[src/rtl/multi_cycle_control_unit.sv]
// ---------------------------------------------------------------------------
// multi_cycle_control_unit
// Main control FSM of the multi-cycle RV32I core. It steps each instruction
// through IF/ID/EX/MEM/WB and drives the shared ALU, the memory port, the
// IR/PC load enables and the register-file write.
//
// Ports
//   clk, reset_n              : core clock (rising edge), async active-low reset
//   opcode                    : IR[6:0], valid from ID onward
//   bcond                     : ALU branch condition, used in EX for BRANCH
//   is_halt_ecall             : x17==10, sampled in ID for ECALL
//   mem_ready                 : memory access completes this cycle
//   pc_write, ir_write        : PC / IR+old_pc load enables
//   i_or_d                    : memory address select (0=PC, 1=ALUOut)
//   mem_read, mem_write       : memory requests
//   reg_write, wb_sel         : register-file write enable and rd data select
//   alu_src_a, alu_src_b      : ALU operand mux selects
//   alu_ctrl_op               : ALU-op class to alu_control_unit
//   pc_source                 : PC input select (0=ALU result, 1=ALUOut)
//   retire                    : one-cycle pulse when an instruction completes
//   is_halted, mem_err        : halt status and memory-timeout cause
// ---------------------------------------------------------------------------
module multi_cycle_control_unit #(
    parameter int MEM_WAIT_MAX = 8
) (
    input  logic       clk,
    input  logic       reset_n,
    input  logic [6:0] opcode,
    input  logic       bcond,
    input  logic       is_halt_ecall,
    input  logic       mem_ready,
    output logic       pc_write,
    output logic       ir_write,
    output logic       i_or_d,
    output logic       mem_read,
    output logic       mem_write,
    output logic       reg_write,
    output logic [1:0] wb_sel,
    output logic [1:0] alu_src_a,
    output logic [1:0] alu_src_b,
    output logic [1:0] alu_ctrl_op,
    output logic       pc_source,
    output logic       retire,
    output logic       is_halted,
    output logic       mem_err
);

    typedef enum logic [2:0] {
        S_IF   = 3'd0,
        S_ID   = 3'd1,
        S_EX   = 3'd2,
        S_MEM  = 3'd3,
        S_WB   = 3'd4,
        S_HALT = 3'd5
    } state_t;

    localparam logic [6:0] OP_R      = 7'b0110011;
    localparam logic [6:0] OP_I      = 7'b0010011;
    localparam logic [6:0] OP_LOAD   = 7'b0000011;
    localparam logic [6:0] OP_STORE  = 7'b0100011;
    localparam logic [6:0] OP_BRANCH = 7'b1100011;
    localparam logic [6:0] OP_JAL    = 7'b1101111;
    localparam logic [6:0] OP_JALR   = 7'b1100111;
    localparam logic [6:0] OP_ECALL  = 7'b1110011;

    localparam logic [7:0] WAIT_LIMIT = 8'(MEM_WAIT_MAX);
    localparam logic       TIMEOUT_EN = (MEM_WAIT_MAX != 0) ? 1'b1 : 1'b0;

    state_t     r_state;
    state_t     w_next_state;
    logic [7:0] r_wait_cnt;
    logic       r_mem_err;
    logic       w_set_err;
    logic       w_timeout;
    logic       w_waiting;

    logic       w_pc_write;
    logic       w_ir_write;
    logic       w_i_or_d;
    logic       w_mem_read;
    logic       w_mem_write;
    logic       w_reg_write;
    logic [1:0] w_wb_sel;
    logic [1:0] w_alu_src_a;
    logic [1:0] w_alu_src_b;
    logic [1:0] w_alu_ctrl_op;
    logic       w_pc_source;
    logic       w_retire;
    logic       w_is_halted;
    logic       w_mem_err;

    // A completing access wins over the timeout in the same cycle.
    assign w_timeout = TIMEOUT_EN & (r_wait_cnt == WAIT_LIMIT) & ~mem_ready;
    assign w_waiting = ((r_state == S_IF) || (r_state == S_MEM)) & ~mem_ready;

    // State register.
    always_ff @(posedge clk or negedge reset_n) begin
        if (!reset_n) begin
            r_state <= S_IF;
        end else begin
            r_state <= w_next_state;
        end
    end

    // Wait counter: cleared on any state change, saturates so a disabled
    // timeout never wraps it.
    always_ff @(posedge clk or negedge reset_n) begin
        if (!reset_n) begin
            r_wait_cnt <= 8'd0;
        end else if (w_next_state != r_state) begin
            r_wait_cnt <= 8'd0;
        end else if (w_waiting && (r_wait_cnt != 8'hFF)) begin
            r_wait_cnt <= r_wait_cnt + 8'd1;
        end else begin
            r_wait_cnt <= r_wait_cnt;
        end
    end

    // Sticky memory-error flag, only cleared by reset.
    always_ff @(posedge clk or negedge reset_n) begin
        if (!reset_n) begin
            r_mem_err <= 1'b0;
        end else if (w_set_err) begin
            r_mem_err <= 1'b1;
        end else begin
            r_mem_err <= r_mem_err;
        end
    end

    // Next-state and control decode.
    always_comb begin
        w_next_state  = r_state;
        w_set_err     = 1'b0;
        w_pc_write    = 1'b0;
        w_ir_write    = 1'b0;
        w_i_or_d      = 1'b0;
        w_mem_read    = 1'b0;
        w_mem_write   = 1'b0;
        w_reg_write   = 1'b0;
        w_wb_sel      = 2'b00;
        w_alu_src_a   = 2'b00;
        w_alu_src_b   = 2'b00;
        w_alu_ctrl_op = 2'b00;
        w_pc_source   = 1'b0;
        w_retire      = 1'b0;
        w_is_halted   = 1'b0;
        w_mem_err     = 1'b0;

        case (r_state)
            S_IF: begin
                // ALU computes PC+4 while the instruction is fetched.
                w_mem_read  = 1'b1;
                w_alu_src_b = 2'b01;
                if (mem_ready) begin
                    w_ir_write   = 1'b1;
                    w_pc_write   = 1'b1;
                    w_next_state = S_ID;
                end else if (w_timeout) begin
                    w_set_err    = 1'b1;
                    w_next_state = S_HALT;
                end else begin
                    w_next_state = S_IF;
                end
            end
            S_ID: begin
                // ALUOut = old_pc + imm, the branch/JAL target.
                w_alu_src_a = 2'b10;
                w_alu_src_b = 2'b10;
                case (opcode)
                    OP_ECALL: begin
                        w_retire = 1'b1;
                        if (is_halt_ecall) begin
                            w_next_state = S_HALT;
                        end else begin
                            w_next_state = S_IF;
                        end
                    end
                    OP_R, OP_I, OP_LOAD, OP_STORE,
                    OP_BRANCH, OP_JAL, OP_JALR: begin
                        w_next_state = S_EX;
                    end
                    default: begin
                        // Illegal opcode retires as a NOP.
                        w_retire     = 1'b1;
                        w_next_state = S_IF;
                    end
                endcase
            end
            S_EX: begin
                case (opcode)
                    OP_R: begin
                        w_alu_src_a   = 2'b01;
                        w_alu_src_b   = 2'b00;
                        w_alu_ctrl_op = 2'b10;
                        w_next_state  = S_WB;
                    end
                    OP_I: begin
                        w_alu_src_a   = 2'b01;
                        w_alu_src_b   = 2'b10;
                        w_alu_ctrl_op = 2'b10;
                        w_next_state  = S_WB;
                    end
                    OP_LOAD, OP_STORE: begin
                        w_alu_src_a   = 2'b01;
                        w_alu_src_b   = 2'b10;
                        w_next_state  = S_MEM;
                    end
                    OP_BRANCH: begin
                        w_alu_src_a   = 2'b01;
                        w_alu_src_b   = 2'b00;
                        w_alu_ctrl_op = 2'b01;
                        w_pc_source   = 1'b1;
                        w_pc_write    = bcond;
                        w_retire      = 1'b1;
                        w_next_state  = S_IF;
                    end
                    OP_JAL: begin
                        // rd <= PC (already old_pc+4); PC <= ALUOut at the edge.
                        w_pc_write    = 1'b1;
                        w_pc_source   = 1'b1;
                        w_reg_write   = 1'b1;
                        w_wb_sel      = 2'b10;
                        w_retire      = 1'b1;
                        w_next_state  = S_IF;
                    end
                    OP_JALR: begin
                        w_alu_src_a   = 2'b01;
                        w_alu_src_b   = 2'b10;
                        w_pc_source   = 1'b0;
                        w_pc_write    = 1'b1;
                        w_reg_write   = 1'b1;
                        w_wb_sel      = 2'b10;
                        w_retire      = 1'b1;
                        w_next_state  = S_IF;
                    end
                    default: begin
                        w_next_state  = S_IF;
                    end
                endcase
            end
            S_MEM: begin
                w_i_or_d = 1'b1;
                if (opcode == OP_LOAD) begin
                    w_mem_read = 1'b1;
                end else begin
                    w_mem_write = 1'b1;
                end
                if (mem_ready) begin
                    if (opcode == OP_LOAD) begin
                        w_next_state = S_WB;
                    end else begin
                        w_retire     = 1'b1;
                        w_next_state = S_IF;
                    end
                end else if (w_timeout) begin
                    w_set_err    = 1'b1;
                    w_next_state = S_HALT;
                end else begin
                    w_next_state = S_MEM;
                end
            end
            S_WB: begin
                w_reg_write = 1'b1;
                w_retire    = 1'b1;
                if (opcode == OP_LOAD) begin
                    w_wb_sel = 2'b01;
                end else begin
                    w_wb_sel = 2'b00;
                end
                w_next_state = S_IF;
            end
            S_HALT: begin
                w_is_halted  = 1'b1;
                w_mem_err    = r_mem_err;
                w_next_state = S_HALT;
            end
            default: begin
                w_next_state = S_IF;
            end
        endcase
    end

    // Outputs are forced low for as long as reset is held, not just after
    // the next edge.
    assign pc_write    = reset_n & w_pc_write;
    assign ir_write    = reset_n & w_ir_write;
    assign i_or_d      = reset_n & w_i_or_d;
    assign mem_read    = reset_n & w_mem_read;
    assign mem_write   = reset_n & w_mem_write;
    assign reg_write   = reset_n & w_reg_write;
    assign wb_sel      = reset_n ? w_wb_sel      : 2'b00;
    assign alu_src_a   = reset_n ? w_alu_src_a   : 2'b00;
    assign alu_src_b   = reset_n ? w_alu_src_b   : 2'b00;
    assign alu_ctrl_op = reset_n ? w_alu_ctrl_op : 2'b00;
    assign pc_source   = reset_n & w_pc_source;
    assign retire      = reset_n & w_retire;
    assign is_halted   = reset_n & w_is_halted;
    assign mem_err     = reset_n & w_mem_err;

endmodule

[config.mk]
export PLATFORM = sky130hd
export DESIGN_NAME = multi_cycle_control_unit
export DESIGN_NICKNAME = d
export VERILOG_FILES = /design/src/rtl/multi_cycle_control_unit.sv
export SDC_FILE = /design/constraint.sdc
export NUM_CORES = 1
export LEC_CHECK = 0
export CAP_MARGIN = 25
export CORE_MARGIN = 2
export CORE_UTILIZATION = 40
export CTS_CLUSTER_SIZE = 30
export DETAILED_ROUTE_END_ITERATION = 10
export PLACE_DENSITY_LB_ADDON = 0.15
export SLEW_MARGIN = 20
export SYNTH_ARGS = -nofsm -noshare
export SYNTH_HDL_FRONTEND = slang
export SYNTH_SLANG_ARGS = --single-unit
[constraint.sdc]
create_clock -name clk -period 3.3 [get_ports clk]
set_input_delay 0.99 -clock clk [delete_from_list [all_inputs] [get_ports clk]]
set_output_delay 0.99 -clock clk [all_outputs]
set_load 0.03 [all_outputs]
**Word level (Yosys, flattened, before mapping)**

Cells that the tools add are included.
W data, S select, Z words.

- Equal/unequal tests: 16
- Add/subtract/negate cells: 1
- Mux-type cells: 46
- Bitwise gates (word level): 13
- Div/mod/pow operators: 0
- Shift operators: 0
- Reductions and logical operators: 13
- Magnitude comparators: 0
- Multipliers: 0

Operator list:

| kind | number |
|---|---|
| $eq A7 B7 Y1 const B | 4 |
| $mux W1 | 19 |
| $mux W3 | 6 |
| $mux W8 | 2 |
| $pmux W3 S5 | 1 |
| $eq A7 B6 Y1 const B | 2 |
| $mux W2 | 7 |
| $and A1 B1 Y1 | 12 |
| $pmux W2 S2 | 3 |
| $pmux W3 S2 | 2 |
| $reduce_or A2 Y1 | 5 |
| $add A8 B1 Y8 const B | 1 |
| $eq A8 B4 Y1 const B | 1 |
| $ne A8 B8 Y1 const B | 1 |
| $pmux W1 S2 | 4 |
| $eq A7 B2 Y1 const B | 1 |
| $eq A7 B5 Y1 const B | 1 |
| $reduce_or A7 Y1 | 1 |
| $eq A3 B2 Y1 const B | 2 |
| $eq A3 B3 Y1 const B | 2 |
| $pmux W2 S3 | 1 |
| $reduce_or A6 Y1 | 1 |
| $pmux W1 S4 | 1 |
| $reduce_or A4 Y1 | 1 |
| 8 further kinds | 8 |

- Register bits: 12
- Memories kept: 0
- Logic and storage cells: 92
- Bits in writable memories: 0
- ROM bits: 0
- Output and inout bits: 18
- Bits in latches: 0

**Depth between registers and ports, before layout**

- Depth in word-level cells: 7
- Gate-level depth with buffers: 7

**Worst setup path before layout**

OpenSTA, ideal clock, no wires.

- Kind: input to output
- Start point: input reset_n
- End point: output pc_write
- Arrival: 2.585 ns
- Stages on the path: 4
- Setup slack: -0.275 ns
- Path buffers: 0
- Path through: nand2b_1 > nor3_1 > and2_1 > o21bai_1

- Cells in the longest elaborated chain, start to end: 1

Ends and longest elaborated chain:

| what | RTL line | RTL |
|---|---|---|
| from (decl) | 27 | `input logic reset_n,` |
| $and A1 B1 Y1 | 285 | `assign pc_write = reset_n & w_pc_write;` |
| to (decl) | 32 | `output logic pc_write,` |

No other way between the ends.

**Worst setup path after layout**

- Start point: input opcode[2]
- End point: output retire

- Cells in the longest elaborated chain, start to end: 5
- Elaborated cells on any way between the ends: 15

Ends and longest elaborated chain:

| what | RTL line | RTL |
|---|---|---|
| from (decl) | 28 | `input logic [6:0] opcode,` |
| $eq A7 B2 Y1, or another cell as far along | 169, 249 |  |
| $reduce_or A7 Y1, or another cell as far along | 169 | `case (opcode)` |
| $mux W1, on equally long branches | 169, 190, 248 |  |
| $pmux W1 S4 (*) | 149 | `case (r_state)` |
| $and A1 B1 Y1 (*) | 296 | `assign retire = reset_n & w_retire;` |
| to (decl) | 43 | `output logic retire,` |

Every way passes the cells marked *; elsewhere a longest branch is shown, timed or not.

==> impl_metrics.csv <==
group,metric,value,unit
cells_and_area,area.sequential,300,sq um
logic_synthesis,syn_area_per_cell,7.60,sq um
timing,timing.max_slew.rel_slack,68.4,%
critical_path,cpPeakStageDelay,0.29,ns
die,ioPinCount,30,
global_route,grt.total_usage,20.4,%
power,ir_worst_vdd,323,uV
critical_path,worst-path-max-fanout,2,
critical_path,critPathTopFamily,"simple AND/OR/NAND/NOR gates",
cells_and_area,layout-drive-gt1-share,38.6,%
die,die_width,55.2,um
placed_design,post-place-cells,221,
die,fp-row-count,18,
critical_path,worstSetupEndpointType,"output port",
logic_synthesis,synth_flop_cell,"dfrtp_1",
logic_synthesis,sequential_fraction_of_the_synthesis_area,28.6,%
placed_design,globalplace.congestion,0.843,
die,design.core.area,2480,sq um
die,die-area,3050,sq um
power,p_leak,0.777,nW
cells_and_area,final_util,66.0,%
logic_synthesis,post_syn_instances,138,
timing,fin_worst_skew,0.00367,ns
critical_path,startpoint_of_the_worst_register_to_register_path,"r_wait_cnt[0]$_DFFE_PN0P_",
drt,post-route-drc-count,0,
critical_path,path_buf_inv,3,
critical_path,path_cells,"buf_6, nand4bb_4, or2_4, nor3_4, buf_6, nor2_2, o31a_1, buf_6",
timing,post-route-min-period,3.28,ns
logic_synthesis,ys_ff_latch,12,
logic_synthesis,yosys.cell_types.count,44,
timing,max_freq,305,MHz
job,timing.max_cap.violations,0,
logic_synthesis,synth.net_count,152,
clocking,clkLatencyLatePin,0.27,ns
power,power_density,239,nW/um^2
clocking,clk_pin_slew_worst_paths,0.07,ns
run_status,run_status,"finished, final reports clean",
critical_path,setup.worst_path.start_class,"input port",
clocking,cts_max_path_buffers,2,
critical_path,timing.setup.critical_path_class,"input port to output port",
global_route,maximum_number_of_pins_on_one_net_before_global_route_repair,15,
drt,antenna_left,0,
timing,final-max-slew-violation-count,0,
global_route,initial_antenna_violation_count,0,
timing,tightest_slew,0.472,ns
drt,drt_pre_antenna_iters,4,
placed_design,port_buffers,29,
global_route,grt_pass1_vias,1200,
clocking,clock_tree.htree_level_count,1,
timing,finalSetupViolations,0,
die,die_y,55.2,um
logic_synthesis,asyncSetResetFlopFracSynth,100,%
critical_path,timing.critical_path.slowest_stage_cell,"o31a_1",
critical_path,critical_path_required,2.31,ns
clocking,tritoncts.num_buffers,3,
worst_hold_path,hold_path.startpoint,"r_mem_err$_DFFE_PN0P_",
cells_and_area,finalInstanceArea,1630,sq um
cells_and_area,num-fill-cells,217,
drt,post_drt_via_cell_ratio,5.47,
cells_and_area,areaGrowthSynthToFinish,55.8,%
drt,wl_per_cell,13.7,um
clocking,cts_tree,"built",
die,starting_density_of_the_core,42.3,%
critical_path,cpMostUsedCell,"buf_6",
critical_path,worst_ep_arrival_time,2.29,ns
timing,sum_of_negative_setup_slack,0,ns
cells_and_area,design.final.nets,212,
logic_synthesis,synth.yosys.warnings,0,
global_route,first_pass_grt_wire_length,5180,um
cells_and_area,area_of_the_multi_input_gates,768,sq um
timing,grt_setup_unrepaired,"yes",
global_route,globalRoute.totalOverflow,0,
logic_synthesis,syn_area,1050,sq um
clocking,cts_sinks,12,
cells_and_area,antenna_cells_inserted,0,
timing,report.final.hold_viol_count,0,
placed_design,dpl_cell_area,1540,sq um
critical_path,timing.critical_path.from,"opcode[2]",
timing,final_min_period_over_clock_period,99.4,%
placed_design,place_hpwl,2440,um
drt,postRouteWirelength,3120,um
logic_synthesis,synth_edf_count,0,
clocking,root_buffer,"clkbuf_4",
worst_hold_path,hold_path_class,"register to register",
drt,num_vias,1242,
drt,drt_iter0_drc,41,
cells_and_area,layoutNonFillerInstCount,227,
[kinds of logic after synthesis]
kind of cell | after synthesis | synth area share, %
and+or+nand+nor | 79 | 40.5
AOI/OAI and AO/OA | 29 | 19.1
DFF | 12 | 28.6
buffers and inverters | 9 | 3.46
xor gates and xnor gates | 6 | 5.01
adders and majority gates | 2 | 2.39
muxes | 1 | 0.955
[flip-flops by register name (all words and copies together) (netlist names)]
name,flops
r_mem_err,1
r_state,3
r_wait_cnt,8
[cells in the final DEF, fill, tap and decap left out, types with 2 or more instances in the layout]
master and instances:
dlygate4sd2_1 2, o21bai_1 2, xor2_1 3, clkbuf_4 3, or2_2 4, nand2b_1 4
dfrtp_1 12, ha_1 2, a21oi_1 6, nand2_1 7, nand4_1 2, buf_4 47
inv_1 3, a21o_1 3, nor2_1 24, clkdlybuf4s15_1 2, and2_1 2, o21ai_0 5
nor3_1 6, nand3_1 6, buf_6 4, clkdlybuf4s50_1 3, buf_2 3, o21ai_1 2
and3_1 2, xnor2_1 3, nor2b_1 4
[Yosys cell counts (2+ instances only)]
cell type	count	area (sq um)
a21o_1	3	22.5
a21oi_1	7	35.0
and2_1	2	12.5
and3_1	2	12.5
buf_2	2	10.0
clkbuf_1	4	15.0
dfrtp_1	12	300
ha_1	2	25.0
inv_1	3	11.3
nand2_1	8	30.0
nand2b_1	4	25.0
nand3_1	6	30.0
nand4_1	2	12.5
nor2_1	25	93.8
nor2b_1	4	25.0
nor3_1	8	40.0
nor4_1	2	12.5
o21ai_0	7	35.0
o21bai_1	2	15.0
or2_2	5	31.3
xnor2_1	3	26.3
xor2_1	3	26.3
[routing by layer]
layer | wire length (um) | part of all wire (%) | global-route usage [%] | vias to the layer above
li1 | - | - | - | 614
met1 | 1340 | 43 | 23.9 | 581
met2 | 1590 | 51 | 36.6 | 45
met3 | 172 | 5.5 | 4.45 | 2
met4 | 15 | 0.48 | 6.62 | 0
met5 | 0 | 0 | 0 | -
[path summary, 6_finish.rpt]
check                                       endpoint  slack (ns)  cells after the start
max                                           retire        0.02                      8
min                            r_mem_err$_DFFE_PN0P_        0.48                      1
max reg2reg                r_wait_cnt[0]$_DFFE_PN0P_        1.26                      7
min reg2reg                    r_mem_err$_DFFE_PN0P_        0.48                      1
max in group asynchronous  r_wait_cnt[0]$_DFFE_PN0P_        2.28                      2
min in group asynchronous       r_state[1]$_DFF_PN0_        0.81                      2
[metrics by stage]
step / hold WS [ns] / setup WS [ns] / total power [mW]
after floorplan: 0.420 / 0.00884 / 0.219
after global placement: 0.472 / -0.419 / 0.277
after detailed placement: 0.471 / -0.443 / 0.279
after CTS: 0.485 / -0.0197 / 0.393
after global routing: 0.495 / -0.0253 / 0.415
final: 0.475 / 0.0197 / 0.391
[power by group]
group | switching (mW) | leakage [nW] | internal (mW)
clock | 0.0446 | 0.0210 | 0.0670
sequential | 0.00379 | 0.165 | 0.151
combinational | 0.0651 | 0.591 | 0.0595
[area by class of cell]
class | instances | area share, %
tap | 30 | 2.30
multi-input combinational | 117 | 47.0
inverter | 3 | 0.689
timing repair buffer | 61 | 29.4
sequential | 12 | 18.4
clock buffer | 4 | 2.22
[what timing repair did]
action,4_1_cts,5_1_grt
hold buffers,0,0
gates resized for setup,29,12
setup endpoints to repair,13,7
hold endpoints to repair,0,0
buffers inserted,2,0
pin swaps,5,5
Power figures use the tool's default switching activity.
